## config.mk

```make
export PLATFORM = sky130hd
export DESIGN_NAME = systolic_operand_feeder
export DESIGN_NICKNAME = d
export VERILOG_FILES = /design/src/rtl/mmu_pkg.sv /design/src/rtl/skew_lane_mux.sv /design/src/rtl/systolic_operand_feeder.sv
export SDC_FILE = /design/constraint.sdc
export NUM_CORES = 1
export LEC_CHECK = 0
export BUFFER_PORTS_ARGS = -buffer_cell sky130_fd_sc_hd__clkbuf_2
export CORE_UTILIZATION = 40
export CTS_CLUSTER_SIZE = 16
export DETAILED_ROUTE_END_ITERATION = 10
export GPL_TIMING_DRIVEN = 0
export MAX_ROUTING_LAYER = met4
export PLACE_DENSITY = 0.67
export SYNTH_ARGS = -nofsm -noshare
export SYNTH_HDL_FRONTEND = slang
export SYNTH_SLANG_ARGS = --single-unit
```

## constraint.sdc

```tcl
create_clock -name CLK -period 8.9 [get_ports CLK]
set_input_delay 0.89 -clock CLK [delete_from_list [all_inputs] [get_ports CLK]]
set_output_delay 0.89 -clock CLK [all_outputs]
set_load 0.02 [all_outputs]
```

## src/rtl/mmu_pkg.sv

```systemverilog
// Shared types and helpers for the systolic operand feeder and its lane muxes.
// Latency: n/a (types, constants and a pure function only).
// Backpressure: n/a.
package mmu_pkg;

    localparam int DEF_WIDTH         = 8;
    localparam int DEF_LENGTH        = 3;
    localparam int ACCUMULATOR_WIDTH = 2 * DEF_WIDTH + $clog2(DEF_LENGTH);

    typedef enum logic [2:0] {
        IDLE  = 3'd0,
        CLEAR = 3'd1,
        FEED  = 3'd2,
        DRAIN = 3'd3,
        DONE  = 3'd4
    } feeder_state_t;

    // k is the reduction index a lane presents at a given step; vld is low
    // while the lane sits in the zero-padded part of its skew.
    typedef struct packed {
        logic        vld;
        logic [31:0] k;
    } skew_t;

    function automatic skew_t skew_idx(input int step, input int lane, input int length);
        skew_t r;
        int    k;
        k     = step - lane - 1;
        r.vld = (k >= 0) && (k < length);
        r.k   = r.vld ? 32'(k) : '0;
        return r;
    endfunction

endpackage

```

## src/rtl/skew_lane_mux.sv

```systemverilog
// One lane of the skewed operand stream: row LANE of A and column LANE of B, delayed by LANE steps.
// Latency: combinational from the feeder's registered step/operands.
// Backpressure: none; outputs are zero whenever feed_en is low or the lane is in its padding.
module skew_lane_mux
    import mmu_pkg::*;
#(
    parameter int WIDTH  = DEF_WIDTH,
    parameter int LENGTH = DEF_LENGTH,
    parameter int LANE   = 0,
    parameter int STEP_W = 3
) (
    input  logic                          feed_en,
    input  logic [STEP_W-1:0]             step,
    input  logic [LENGTH-1:0][WIDTH-1:0]  a_row,      // A[LANE][*]
    input  logic [LENGTH-1:0][WIDTH-1:0]  b_col,      // B[*][LANE]
    output logic [WIDTH-1:0]              input_dat,
    output logic [WIDTH-1:0]              weight_dat
);

    skew_t sk;

    always_comb begin
        input_dat  = '0;
        weight_dat = '0;
        sk         = skew_idx(int'(step), LANE, LENGTH);
        // Compare against each index instead of indexing with sk.k directly,
        // which keeps the select width exact for any LENGTH.
        if (feed_en && sk.vld) begin
            for (int j = 0; j < LENGTH; j++) begin
                if (sk.k == 32'(j)) begin
                    input_dat  = a_row[j];
                    weight_dat = b_col[j];
                end
            end
        end
    end

endmodule

```

## src/rtl/systolic_operand_feeder.sv

```systemverilog
// Latches A/B on Start&Ready, clears the MMU, streams skewed operands, drains, then pulses Done.
// Latency: Done is high in the 1+(2*LENGTH-1)+DRAIN_CYCLES+1'th cycle after the accepting edge.
// Backpressure: Ready only in IDLE; Start while Busy is ignored and operands stay frozen.
// Ports: CLK/ASYNC_RST (async active-low), Start/Ready handshake, MatrixA/MatrixB operands,
//        MmuSyncRst/MmuEn/Inputs/Weights to the MMU, Busy = ~Ready, Done one-cycle pulse.
module systolic_operand_feeder
    import mmu_pkg::*;
#(
    parameter int WIDTH        = DEF_WIDTH,
    parameter int LENGTH       = DEF_LENGTH,
    parameter int DRAIN_CYCLES = LENGTH
) (
    input  logic                                      CLK,
    input  logic                                      ASYNC_RST,
    input  logic                                      Start,
    output logic                                      Ready,
    input  logic [LENGTH-1:0][LENGTH-1:0][WIDTH-1:0]  MatrixA,
    input  logic [LENGTH-1:0][LENGTH-1:0][WIDTH-1:0]  MatrixB,
    output logic                                      MmuSyncRst,
    output logic                                      MmuEn,
    output logic [LENGTH-1:0][WIDTH-1:0]              Inputs,
    output logic [LENGTH-1:0][WIDTH-1:0]              Weights,
    output logic                                      Busy,
    output logic                                      Done
);

    localparam int STEP_W    = $clog2(2 * LENGTH);
    localparam int DRAIN_W   = $clog2(DRAIN_CYCLES + 1);
    localparam int LAST_STEP = 2 * LENGTH - 1;

    feeder_state_t                            state_q, state_d;
    logic [STEP_W-1:0]                        step_q, step_d;
    logic [DRAIN_W-1:0]                       drain_q, drain_d;
    logic [LENGTH-1:0][LENGTH-1:0][WIDTH-1:0] a_q, a_d;
    logic [LENGTH-1:0][LENGTH-1:0][WIDTH-1:0] b_q, b_d;
    logic                                     feeding;

    always_comb begin
        state_d = state_q;
        step_d  = step_q;
        drain_d = drain_q;
        a_d     = a_q;
        b_d     = b_q;
        case (state_q)
            IDLE: begin
                // Operands are only captured here, so they cannot change mid-run.
                if (Start) begin
                    a_d     = MatrixA;
                    b_d     = MatrixB;
                    step_d  = STEP_W'(1);
                    state_d = CLEAR;
                end
            end
            CLEAR: begin
                state_d = FEED;
            end
            FEED: begin
                if (step_q == STEP_W'(LAST_STEP)) begin
                    step_d  = '0;
                    drain_d = '0;
                    state_d = DRAIN;
                end else begin
                    step_d = step_q + 1'b1;
                end
            end
            DRAIN: begin
                // Zero operands keep EN high so the last products ripple to the far PEs.
                if (drain_q == DRAIN_W'(DRAIN_CYCLES - 1)) begin
                    drain_d = '0;
                    state_d = DONE;
                end else begin
                    drain_d = drain_q + 1'b1;
                end
            end
            DONE: begin
                state_d = IDLE;
            end
            default: begin
                state_d = IDLE;
            end
        endcase
    end

    always_ff @(posedge CLK or negedge ASYNC_RST) begin
        if (!ASYNC_RST) begin
            state_q <= IDLE;
            step_q  <= '0;
            drain_q <= '0;
            a_q     <= '0;
            b_q     <= '0;
        end else begin
            state_q <= state_d;
            step_q  <= step_d;
            drain_q <= drain_d;
            a_q     <= a_d;
            b_q     <= b_d;
        end
    end

    // Every output is a decode of registered state; Start never reaches an output directly.
    assign Ready      = (state_q == IDLE);
    assign Busy       = ~Ready;
    assign MmuSyncRst = (state_q == CLEAR);
    assign MmuEn      = (state_q == FEED) || (state_q == DRAIN);
    assign Done       = (state_q == DONE);
    assign feeding    = (state_q == FEED);

    for (genvar r = 0; r < LENGTH; r++) begin : g_lane
        logic [LENGTH-1:0][WIDTH-1:0] b_col;

        always_comb begin
            for (int k = 0; k < LENGTH; k++) begin
                b_col[k] = b_q[k][r];
            end
        end

        skew_lane_mux #(
            .WIDTH  (WIDTH),
            .LENGTH (LENGTH),
            .LANE   (r),
            .STEP_W (STEP_W)
        ) u_lane (
            .feed_en    (feeding),
            .step       (step_q),
            .a_row      (a_q[r]),
            .b_col      (b_col),
            .input_dat  (Inputs[r]),
            .weight_dat (Weights[r])
        );
    end

endmodule

```

-- Word-level counts from Yosys, hierarchy flattened
Cells that the tools add are included.
- add/subtract/negate cells: 6
- multiply operators: 0
- div/mod/pow operators: 0
- order comparisons: 6
- equality and inequality tests: 15
- shift-type cells: 0
- muxes and demuxes: 36
- bitwise gates (word level): 1
- reductions and logical operators: 17
- operator list (cell ; count):
    $mux 8 ; 24
    $eq 32x1->1 const B ; 3
    $eq 32x2->1 const B ; 3
    $logic_not 32->1 ; 3
    $mux 32 ; 3
    $ge 32x1->1 const B ; 2
    $lt 32x3->1 const B ; 2
    $sub 32x2->32 const B ; 1
    $mux 3 ; 4
    $pmux 3 s4 ; 1
    $eq 3x2->1 const B ; 2
    $eq 3x3->1 const B ; 2
    $logic_and 1x1->1 ; 6
    $ne 2x2->1 const B ; 3
    $pmux 3 s2 ; 1
    $reduce_and 2->1 ; 3
    $sub 4x2->5 const B ; 1
    $ge 4x1->1 const B ; 1
    $lt 4x3->1 const B ; 1
    $mux 2 ; 2
    $pmux 2 s2 ; 1
    $reduce_bool 2->1 ; 2
    $sub 3x1->4 const B ; 1
    $sub 3x2->4 const B ; 1
    8 further kinds ; 8
- bits in registers: 152
- latch bits: 0
- RAM bits: 0
- bits in read-only memories: 0
- output and inout bits: 53
- logic and storage cells: 102
- memories: 0

-- Longest topological paths before layout
- word-level depth: 10
- mapped depth: 13
- mapped depth without buffers: 10

-- Cells and area by module
Synthesis repeated with hierarchy kept, for this count alone.
- cells, all modules: 598
- area total of the unflattened synthesis: 7853.8 um^2
- modules (own cells, without submodules) (module ; times used ; cells an instance ; area an instance (um^2) ; sequential area each (um^2)):
    systolic_operand_feeder ; 1 ; 347 ; 5873.1 ; 3803.6
    skew_lane_mux at g_lane[2].u_lane ; 1 ; 95 ; 790.8 ; 0.0
    skew_lane_mux at g_lane[1].u_lane ; 1 ; 72 ; 636.9 ; 0.0
    skew_lane_mux at g_lane[0].u_lane ; 1 ; 84 ; 553.0 ; 0.0

-- Worst setup path before layout
Ideal clock, no wire load.
- kind: flip-flop to output port
- start point: reg step_q[0]
- end point: out Inputs[0] in the netlist's numbering
- arrival: 3097 ps
- required time: 8010 ps
- slack: 4913 ps
- stages on the path, launching flop included: 13
- cells stage by stage: dfrtp_1 > buf_2 > inv_1 > clkbuf_1 > ha_1 > xor2_2 > nor3_1 > ha_1 > inv_1 > nor4_2 > buf_2 > a221oi_1 > nor2_1
- RTL lines (what ; RTL line ; text):
    start, declared ; systolic_operand_feeder.sv:32 ; logic [STEP_W-1:0] step_q, step_d;
    start signal, assigned ; systolic_operand_feeder.sv:93 ; step_q <= step_d;
    end, declared ; systolic_operand_feeder.sv:21 ; output logic [LENGTH-1:0][WIDTH-1:0] Inputs,

==> results.toml <==
[global_routing]
grt_max_degree = 88
grt_pass1_vias = 6663
antenna_found_initial = 1
grt_first_pass_wirelength_um = 34700
grt-ovfl-total = 0
grt_usage_pct = 24.2

[pwr]
p_per_area_mw_per_mm2 = 357
ir_worst_vdd_uv = 148
power_leakage_uw = 0.00502

[clock_network]
cts-root-buf = "clkbuf_16"
ctsHoldBuffers = 0
clk_pin_slew_ns = 0.06
clockBufferDepth = 2
clock_sinks = 152
htreeDepth = 4
numCtsBuffers = 17
clock_latency_ns = 0.42
postCtsSetupRepairBufs = 0
cts_tree = "built"
cts-resized-gates = 0

[critical_path]
r2r_cells = 8
rr_endpoint = "step_q[1]"
crit_fanout = 12
path_delay_family = "buffers and inverters"
path_cells = "buf_2 -> inv_1 -> clkbuf_1 -> ha_1 -> xor2_2 -> nor3_1 -> ha_1 -> inv_1 -> nor4_2 -> buf_2 -> nand2_1 -> a21oi_1 -> clkbuf_2"
crit_slowest_cell = "nor4_2"
cp.buffers_inverters = 6
start_kind = "flip-flop"
r2r_slack_ns = 6.19
crit_required_ns = 8.01
cp-startpoint = "step_q[0]"
cp.arrival_ns = 4.47
critPathCaptureType = "output pin"
crit-reg2reg-launch = "step_q[0]"
critical_path_class = "reg -> out"
cpPeakStageDelay_ns = 0.75
crit_end = "Inputs[7]"
critical_path_depth = 13

[cells_and_area]
final_cell_count_no_fill = 1376
final_cell_mix = "nand2_1, clkbuf_2, dfrtp_1"
fillers = 1813
fin_util_pct = 51.7
fin_area_mm2 = 0.00936
final_nets = 1294
areaGrowthSynthToFinish_pct = 26.1
final_layout_size_suffix_gt1_share_pct = 24.4
layout_commonest_cell = "nand2_1"

[synth]
ys_types = 47
synth_async_sr_flop_share_pct = 100
ys_seq_elements = 152
synth-main-ff-cell = "dfrtp_1"
syn_area_per_cell_um2 = 8.12
synth_edf_count = 0
syn_inst = 914
ys_seq_area_share_pct = 51.2
yosysWarnings = 0
netlist_area_mm2 = 0.00742
syn_nets = 1075

[place]
place_hpwl_um = 15500
gp_congestion = 0.865
place_inst = 1343
io_buffers = 199
place_area_mm2 = 0.00874

[timing]
worstMarginPinSlew_ns = 0.815
skew_ns = 0.00710
fin_crit_sh_pct = 60.2
final_hold_viol_count = 0
slew_headroom_pct = 45.2
finalMaxSlewViolations = 0
setup_viol = 0
fmax_mhz = 187
rsz0062_at_grt = "no"
min_period_ns = 5.36
fin_tns_setup_ns = 0

[hold_path]
hold_class = "in -> async"

[floorplan]
core_mm2 = 0.0181
die_area_mm2 = 0.0191
io_pins = 200
fp.dieH_um = 138
initial_core_util_pct = 41.0
fp-row-count = 49
die_width_um = 138

[drt]
avgRoutedWirePerCell_um = 15.7
viasPerCell = 4.93
drt_first_iter_violations = 383
ant_nets = 0
dr.pass1.iters = 8
wl_um = 21600
drc = 26
vias = 6782

[status]
outcome = "finished, violations left"
violations = "design-rule violations"

[flow_run]
drv_cap = 0
[logic make-up after synthesis]
| kind of cell | synth area share [%] |
|---|---|
| AOI/OAI and AO/OA | 10.1 |
| xor gates and xnor gates | 0.337 |
| adders and majority gates | 2.46 |
| buffers and inverters | 3.64 |
| DFF | 51.2 |
| muxes | 2.02 |
| and+or+nand+nor | 30.2 |
[routing by layer]
| metal | part of all wire (%) | up-vias | routed length [µm] | GRT usage (%) |
|---|---|---|---|---|
| met2 | 45 | 243 | 9780 | 36.7 |
| met3 | 6.8 | 24 | 1460 | 6.20 |
| met5 | 0 | - | 0 | - |
| met4 | 1.6 | 0 | 346 | 7.10 |
| met1 | 46 | 3138 | 10000 | 32.0 |
| li1 | - | 3377 | - | - |
[where the power goes]
part | switching [µW] | leakage [µW] | internal, µW | total (µW)
Sequential | 189 | 0.00190 | 1000 | 1190
Clock | 306 | 0.000297 | 454 | 759
Combinational | 886 | 0.00282 | 504 | 1390
Total | 1380 | 0.00502 | 1960 | 3340
[worst min path at each step]
stage	cells past startpoint	slack, ns	endpoint
global route	1	0.49	b_q[26]
detailed placement	2	0.46	b_q[70]
floorplan	2	0.44	b_q[70]
CTS	2	0.47	b_q[70]
finish	1	0.46	a_q[37]
global placement	2	0.45	b_q[48]
[state kept, by name, indices dropped and copies added (netlist names)]
register  cells
a_q          72
b_q          72
drain_q       2
state_q       3
step_q        3
[cell type report]
cell class | count | area [µm²] | share of cell area (%)
clock inverters | 12 | 166 | 1.78
inverters | 12 | 45.0 | 0.481
plain buffers | 51 | 225 | 2.41
diodes | 1 | 2.50 | 0.0267
clock buffers | 20 | 447 | 4.77
multi-input cells | 699 | 3350 | 35.8
well taps | 229 | 287 | 3.06
repair buffers | 200 | 1030 | 11.0
flip-flops and latches | 152 | 3800 | 40.7
[metrics by stage]
stage / total power (µW) / setup WS (ns) / hold WS [ns]
after floorplan: 2180 / 4.91 / 0.437
after global placement: 2550 / 4.04 / 0.453
after detailed placement: 2590 / 3.99 / 0.457
after CTS: 3360 / 3.52 / 0.472
after global routing: 3590 / 3.21 / 0.491
final: 3340 / 3.54 / 0.465
[synthesized netlist by cell type (2+ instances only)]
master	number	area [µm²]
nor2_1	63	236
nand2_1	472	1770
and2_1	2	12.5
o21ai_2	10	87.6
nor3_1	5	25.0
mux2i_1	15	150
ha_1	13	163
a221oi_1	11	96.3
a31oi_1	14	87.6
inv_1	11	41.3
o21ai_1	7	35.0
clkbuf_1	31	116
nand2b_1	3	18.8
dfrtp_1	152	3800
a311oi_1	4	35.0
nor4_2	2	25.0
nand3_1	7	35.0
o21ai_0	16	80.1
nor2b_1	2	12.5
buf_6	2	22.5
buf_2	15	75.1
a21oi_1	14	70.1
nor3_2	2	20.0
a211oi_2	11	138
a21o_1	6	45.0
buf_1	3	11.3
No activity file was read; power rests on OpenSTA's default activity.
